## src/rtl/fib_bcd.sv

```systemverilog
// fib_bcd: serial binary-to-BCD converter (double-dabble, one bit per clock)
// Display stage that turns a binary Fibonacci result into packed decimal digits.
module fib_bcd #(
    parameter int w = 32,
    parameter int d = 10
) (
    input  logic           clk,
    input  logic           rst,
    input  logic           start,
    input  logic [w-1:0]   bin,
    output logic           busy,
    output logic           done,
    output logic [4*d-1:0] bcd
);

    localparam int CW = $clog2(w + 1);
    localparam logic [CW-1:0] CNT_INIT = CW'(w);
    localparam logic [CW-1:0] CNT_LAST = CW'(1);

    typedef enum logic {
        IDLE,
        SHIFT
    } state_t;

    state_t           state;
    logic [w-1:0]     sh;
    logic [4*d-1:0]   acc;
    logic [CW-1:0]    cnt;

    logic [4*d-1:0]   corr;
    logic [4*d-1:0]   nxt;

    // add-3 correction on every digit >= 5, then shift in the next binary bit
    always_comb begin
        corr = acc;
        for (int i = 0; i < d; i++) begin
            if (acc[4*i +: 4] >= 4'd5) begin
                corr[4*i +: 4] = acc[4*i +: 4] + 4'd3;
            end
        end
        nxt = {corr[4*d-2:0], sh[w-1]};
    end

    // conversion sequencer with registered busy/done/bcd
    always_ff @(posedge clk or posedge rst) begin
        if (rst) begin
            state <= IDLE;
            sh    <= '0;
            acc   <= '0;
            cnt   <= '0;
            busy  <= 1'b0;
            done  <= 1'b0;
            bcd   <= '0;
        end else begin
            done <= 1'b0;
            unique case (state)
                IDLE: begin
                    if (start) begin
                        sh    <= bin;
                        acc   <= '0;
                        cnt   <= CNT_INIT;
                        busy  <= 1'b1;
                        state <= SHIFT;
                    end
                end
                SHIFT: begin
                    acc <= nxt;
                    sh  <= {sh[w-2:0], 1'b0};
                    cnt <= cnt - CNT_LAST;
                    if (cnt == CNT_LAST) begin
                        bcd   <= nxt;
                        done  <= 1'b1;
                        busy  <= 1'b0;
                        state <= IDLE;
                    end
                end
                default: state <= IDLE;
            endcase
        end
    end

endmodule

```

## config.mk

```make
export PLATFORM = sky130hd
export DESIGN_NAME = fib_bcd
export DESIGN_NICKNAME = d
export VERILOG_FILES = /design/src/rtl/fib_bcd.sv
export SDC_FILE = /design/constraint.sdc
export NUM_CORES = 1
export LEC_CHECK = 0
export ABC_AREA = 0
export CAP_MARGIN = 30
export CORE_MARGIN = 10
export CORE_UTILIZATION = 59
export CTS_CLUSTER_SIZE = 30
export DETAILED_ROUTE_END_ITERATION = 7
export PLACE_DENSITY = 0.84
export SLEW_MARGIN = 20
export SYNTH_ARGS = -nofsm -noshare
export SYNTH_HDL_FRONTEND = slang
export SYNTH_SLANG_ARGS = --single-unit
```

## constraint.sdc

```tcl
create_clock -name clk -period 7.35 [get_ports clk]
set_input_delay 1.47 -clock clk [delete_from_list [all_inputs] [get_ports clk]]
set_output_delay 1.47 -clock clk [all_outputs]
set_load 0.02 [all_outputs]
```

**Word-level counts from Yosys, hierarchy flattened**

Cells that the tools add are included.

- Add/subtract/negate cells: 11
- $lt $le $gt $ge: 10
- Equality and inequality tests: 3
- Multiplexer cells: 24
- Bitwise operators: 1
- Reduce and logical (&&, ||, !) cells: 2

Operators by type and width:

| cell | number |
|---|---|
| $pmux 40 s2 | 1 |
| $pmux 32 s2 | 1 |
| $ge 4x3->1 const B | 10 |
| $mux 40 | 1 |
| $add 4x2->4 const B | 9 |
| $mux 4 | 9 |
| $mux 32 | 1 |
| $pmux 6 s2 | 1 |
| $eq 6x1->1 const B | 1 |
| $mux 1 | 6 |
| $mux 6 | 1 |
| $sub 6x1->6 const B | 1 |
| $pmux 1 s2 | 2 |
| $reduce_and 2->1 | 2 |
| $add 3x2->3 const B | 1 |
| $mux 3 | 1 |
| $ne 2x1->1 const B | 1 |
| $ne 2x2->1 const B | 1 |
| $not 1->1 | 1 |

- Flip-flop bits (word level): 121
- Input bits: 35
- Output and inout bits: 42
- Word-level logic and storage cells: 58

**Longest topological paths before layout**

Gate-level depths: netlist of run 1.

- Depth after elaboration: 3
- Depth in mapped cells: 7
- Mapped depth without buffers: 6

**Worst setup path after synthesis of run 1**

OpenSTA, ideal clock, no wires.

- Path type: input to register
- Start point: in start
- End point: reg sh[5]
- Library setup time: 0.134 ns
- Arrival: 2.310 ns
- Required time: 7.216 ns
- Slack: 4.906 ns
- Cell stages on the path: 5
- Path buffers: 3
- Cell sequence: clkbuf_1 > buf_2 > buf_2 > mux2i_1 > o21ai_0

- Cells in the longest elaborated chain, start to end: 1

RTL lines:

| what | line | source |
|---|---|---|
| start: declaration | 9 | `input logic start,` |
| $ne 2x2->1 (no source line) | - |  |
| end signal: assignment | 59 | `sh <= bin;` |
| end signal: assignment | 68 | `sh <= {sh[w-2:0], 1'b0};` |
| end: declaration | 26 | `logic [w-1:0] sh;` |

Every way passes these cells.
A chain may end at the register's enable or synchronous reset.

**Worst setup path in the final report of run 1**

- Start point: reg bcd[34]
- End point: out bcd[34]

RTL lines:

| what | line | source |
|---|---|---|
| start: declaration | 13 | `output logic [4*d-1:0] bcd` |
| start signal: assignment | 71 | `bcd <= nxt;` |

No word-level cell between the ends.

==> results of run 1 <==
## cells by family after synthesis
family | after synthesis | share of synthesized area
and+or+nand+nor | 161 | 0.144
buffers and inverters | 55 | 0.0409
AOI/OAI and AO/OA | 126 | 0.114
adders and majority gates | 22 | 0.0462
xor gates and xnor gates | 13 | 0.0191
muxes | 74 | 0.128
DFF | 121 | 0.508
## power by group through the flow
stage	clock (mW)	sequential, mW	combinational [mW]
global placement	0	1.16	1.25
detailed placement	0	1.18	1.34
global route	0.879	1.22	1.52
floorplan	0	1.24	0.832
CTS	0.841	1.18	1.37
finish	0.832	1.18	1.37
## through the flow
step	hold slack, ps	cells	power [mW]	cell area, um2
after floorplan	448	572	2.07	5960
after global placement	461	753	2.42	6760
after detailed placement	470	755	2.52	6820
after CTS	483	786	3.39	7410
after global routing	509	787	3.62	7440
final	479	787	3.38	7440
## layer usage
| metal | up-vias | global-route usage | share of wire |
|---|---|---|---|
| met1 | 2160 | 0.216 | 0.42 |
| met5 | - | 0 | 0 |
| met3 | 23 | 0.0535 | 0.055 |
| li1 | 2106 | - | - |
| met2 | 121 | 0.311 | 0.51 |
| met4 | 0 | 0.0762 | 0.014 |
## cell usage after synthesis, types with 5 or more instances
master,n,area (um2)
a21o_1,13,97.6
a21oi_1,29,145
buf_2,8,40.0
clkbuf_1,18,67.6
dfrtp_1,121,3030
ha_1,22,275
inv_1,23,86.3
mux2_1,7,78.8
mux2_2,5,56.3
mux2i_1,61,611
nand2_1,71,267
nand2b_1,33,206
nand3_1,7,35.0
nor2_1,9,33.8
nor3b_1,34,255
o21ai_0,74,370
xnor2_1,11,96.3
## flip-flops by register name (all words and copies together) (netlist names)
name,count
done,1
bcd,40
busy,1
sh,32
state,1
cnt,6
acc,40
## cell type report
class | instances | area share
flip-flops and latches | 121 | 0.408
multi-input cells | 396 | 0.362
repair buffers | 82 | 0.116
clock buffers | 23 | 0.0641
well taps | 133 | 0.0224
clock inverters | 8 | 0.0158
inverters | 24 | 0.0126
## path summary, 6_finish.rpt
kind	startpoint	endpoint	slack [ps]	cells past startpoint
setup / recovery	bcd[34]	bcd[34]	4340	1
hold / removal	bcd[8]	bcd[8]	480	2
setup reg to reg	state	bcd[2]	4980	4
hold reg to reg	bcd[8]	bcd[8]	480	2
max in group asynchronous	rst	bcd[11]	4910	4
min in group asynchronous	rst	sh[14]	1320	2
==> flow_summary.ini, run 1 <==
[power_and_ir_drop]
power.density_nw_per_um2 = 455
leakage_nw = 3.55
ir_drop_mv = 0.215
switching_share = 0.367
p_clk_frac = 0.246
power_switching_mw = 1.24
comb_power_share = 0.404
seqPwrFrac = 0.350
p_int_mw = 2.14

[route]
drtAntennaViolNets = 0
drtIter0Drc = 291
drt_wl_total_um = 13000
vias = 4410
viasPerCell = 5.60
wl_per_cell_um = 16.5
firstDrtPassIters = 6
drc = 0

[cts]
post-cts-setup-buffers = 0
clockBufferDepth = 2
cts_tree = done
path_clk_slew_ps = 60
ctsHoldBuffers = 0
cts-root-buf = clkbuf_8
cts_sinks = 121
cts.repair.resized = 0
htreeDepth = 4
cts_made_buffers = 17
clk_latency_ps = 530

[setup_path]
cp_num_buf_inv = 1
cp_top_family = buffers and inverters
start_kind = register
worstPathMaxFanout = 2
cp_cell_sequence = clkdlybuf4s50_1
max_stage_delay_ps = 630
worst_path_max_delay_cell = clkdlybuf4s50_1
crit_arrival_ps = 1540
end_kind = primary output
required_ps = 5880
worstSetupPathType = reg2out

[placed_design]
dp_hpwl_um = 8520
gp_congestion = 0.802
port_buffers = 76
dp_slack_ps = 4240

[logic_synthesis]
yosys_warnings = 0
syn_avg_cell_area_um2 = 10.4
synth_edf_count = 0
synth.distinct_cells = 33
synth_nets = 629
syn_area_um2 = 5960
synth-seq-cells = 121
netlist_instances = 572
async_flop_share = 1.00
synth_ff_type = dfrtp_1
yosysSeqAreaShare = 0.508

[floorplan]
rows = 36
die_h_um = 121
dieArea_um2 = 14500
core-area_um2 = 9820
start_util = 0.607
die_width_um = 121
io_pins = 77

[global_route]
grt_max_degree = 116
grt_overflow_total = 0
first_global_vias = 4601
grt_usage = 0.184
grt_pass1_wl_um = 21900
grt_antenna_before_repair = 0

[flow_run]
max_cap_viol_count = 0

[finish]
multi_input_area_um2 = 2690
area_growth_pct = 24.7
fillers = 687
antenna_cells = 0
final_common_cell = dfrtp_1
final-seq-area_um2 = 3030
finish.utilization = 0.757
drive_above_1_share = 0.0719
layout.nets = 699
mostFrequentLayoutCells = dfrtp_1 (120), clkdlybuf4s50_1 (75), o21ai_0 (74)

[run_status]
status = completed

[sta]
fin_crit_ps = 3010
rsz0062_at_grt = no
worst_slew_pin_slew_ps = 869
fin_skew_ps = 7.72
finalSetupViolations = 0
fmax_mhz = 332
fin_tns_setup_ps = 0
hold_viol_final = 0
fin_ws_ps = 4340
slew_viol_final = 0
timing.slew.headroom = 0.419
min_period_over_period = 0.410

[hold_path]
hp-class = reg2reg
(Power assumes the default switching activity.)
==> run 2: changes to the inputs <==
--- a/config.mk
+++ b/config.mk
@@ -8,10 +8,10 @@
 export ABC_AREA = 0
 export CAP_MARGIN = 30
 export CORE_MARGIN = 10
-export CORE_UTILIZATION = 59
+export CORE_UTILIZATION = 50
 export CTS_CLUSTER_SIZE = 30
 export DETAILED_ROUTE_END_ITERATION = 7
-export PLACE_DENSITY = 0.84
+export PLACE_DENSITY = 0.76
 export SLEW_MARGIN = 20
 export SYNTH_ARGS = -nofsm -noshare
 export SYNTH_HDL_FRONTEND = slang
==> constraint.sdc (replaced) <==
create_clock -name clk -period 2.4 [get_ports clk]
set_input_delay 0.48 -clock clk [delete_from_list [all_inputs] [get_ports clk]]
set_output_delay 0.48 -clock clk [all_outputs]
set_load 0.02 [all_outputs]
==> flow_summary.ini, run 2 (synthesis gave the netlist of run 1 again) <==
[floorplan]
die_h_um = 129
start_util = 0.516
rows = 39
io_pins = 77
die_width_um = 129
dieArea_um2 = 16700
core-area_um2 = 11600

[power_and_ir_drop]
ir_drop_mv = 0.640
fin_total_pwr_mw = 9.92
leakage_nw = 3.51
power.density_nw_per_um2 = 1350

[finish]
final_common_cell = dfrtp_1
layout.nets = 700
antenna_cells = 0
reg_top3 = acc (40), bcd (40), sh (32)
area_growth_pct = 23.5
drive_above_1_share = 0.0674
mostFrequentLayoutCells = dfrtp_1 (120), clkdlybuf4s50_1 (75), o21ai_0 (74)

[route]
viasPerCell = 5.38
firstDrtPassIters = 4
drt_wl_total_um = 12100
drtAntennaViolNets = 0
drc = 0
wl_per_cell_um = 15.2
vias = 4280
drtIter0Drc = 307

[setup_path]
cp_top_family = buffers and inverters
max_stage_delay_ps = 650
required_ps = 1920
cp_cell_sequence = clkdlybuf4s50_1
crit_arrival_ps = 1390
worstPathMaxFanout = 2
worst_path_max_delay_cell = clkdlybuf4s50_1
r2r_cells = 5
start_kind = register
rr_endpoint = acc[35]
regToRegSetupSlack_ps = 600
end_kind = primary output
worstSetupPathType = reg2out
r2r_start = state
cp_num_buf_inv = 1

[sta]
fin_tns_setup_ps = 0
fin_skew_ps = 6.83
fin_crit_ps = 1870
slew_viol_final = 0
fmax_mhz = 536
rsz0062_at_grt = no
hold_viol_final = 0
min_period_over_period = 0.777
finalSetupViolations = 0
timing.slew.headroom = 0.517
worst_slew_pin_slew_ps = 725

[hold_path]
min_from = bcd[28]
worstHoldPathCells = 2
hold_path_end = bcd[28]
hp-class = reg2reg

[cts]
post-cts-setup-buffers = 0
clockBufferDepth = 2
cts_made_buffers = 17
cts_tree = done
cts.repair.resized = 0
htreeDepth = 4
path_clk_slew_ps = 50
cts-root-buf = clkbuf_16
ctsHoldBuffers = 0
clk_latency_ps = 400
cts_sinks = 121

[global_route]
first_global_vias = 4332
grt_overflow_total = 0
grt_pass1_wl_um = 20300
grt_antenna_before_repair = 0
grt_usage = 0.149
grt_max_degree = 73

[flow_run]
max_cap_viol_count = 0

[placed_design]
port_buffers = 76
dp_hpwl_um = 8110
gp_congestion = 0.796

[run_status]
status = completed
[run 2: stage by stage]
stage | util | setup slack (ps) | cells | area (um2) | hold WS, ps
floorplan | - | 437 | 572 | 5970 | 448
global placement | 0.592 | 617 | 767 | 6840 | 463
detailed placement | 0.592 | 592 | 767 | 6840 | 467
CTS | 0.637 | 499 | 796 | 7370 | 481
global route | 0.637 | 456 | 796 | 7370 | 494
finish | 0.637 | 534 | 796 | 7370 | 475
[run 2: layout make-up]
class	count	area (um2)
clock buffer	26	509
clock inverter	3	15.0
fill	924	4200
inverter	24	95.1
multi-input combinational	396	2690
sequential	121	3030
tap	143	179
timing repair buffer	83	846
[run 2: worst max path at each step]
stage	startpoint	to	slack, ps	cells after the start
after floorplan	rst	acc[0]	440	1
after global placement	state	acc[35]	620	5
after detailed placement	state	acc[35]	590	5
after CTS	bcd[34]	bcd[34]	500	1
after global routing	bcd[34]	bcd[34]	460	1
final	bcd[34]	bcd[34]	530	1
[run 2: where the power goes]
group / internal (mW) / total [mW] / leakage, nW / switching, mW
registers: 2.91 / 3.57 / 1.56 / 0.655
clock network: 1.43 / 2.26 / 0.262 / 0.831
logic: 1.94 / 4.09 / 1.69 / 2.14
[run 2: worst register-to-register path: stages, from the launching register on]
cell and delay (ps):
dfrtp_4 410, buf_4 590, nor2_1 110, buf_4 200, a21o_1 150, a22o_1 220
[run 2: per-layer routing]
layer  vias to the layer above  part of all wire  GRT usage
met4                         0             0.013     0.0555
met1                      2093              0.44      0.175
li1                       2098                 -          -
met5                         -                 0          0
met3                        14             0.067     0.0624
met2                        75              0.48      0.240
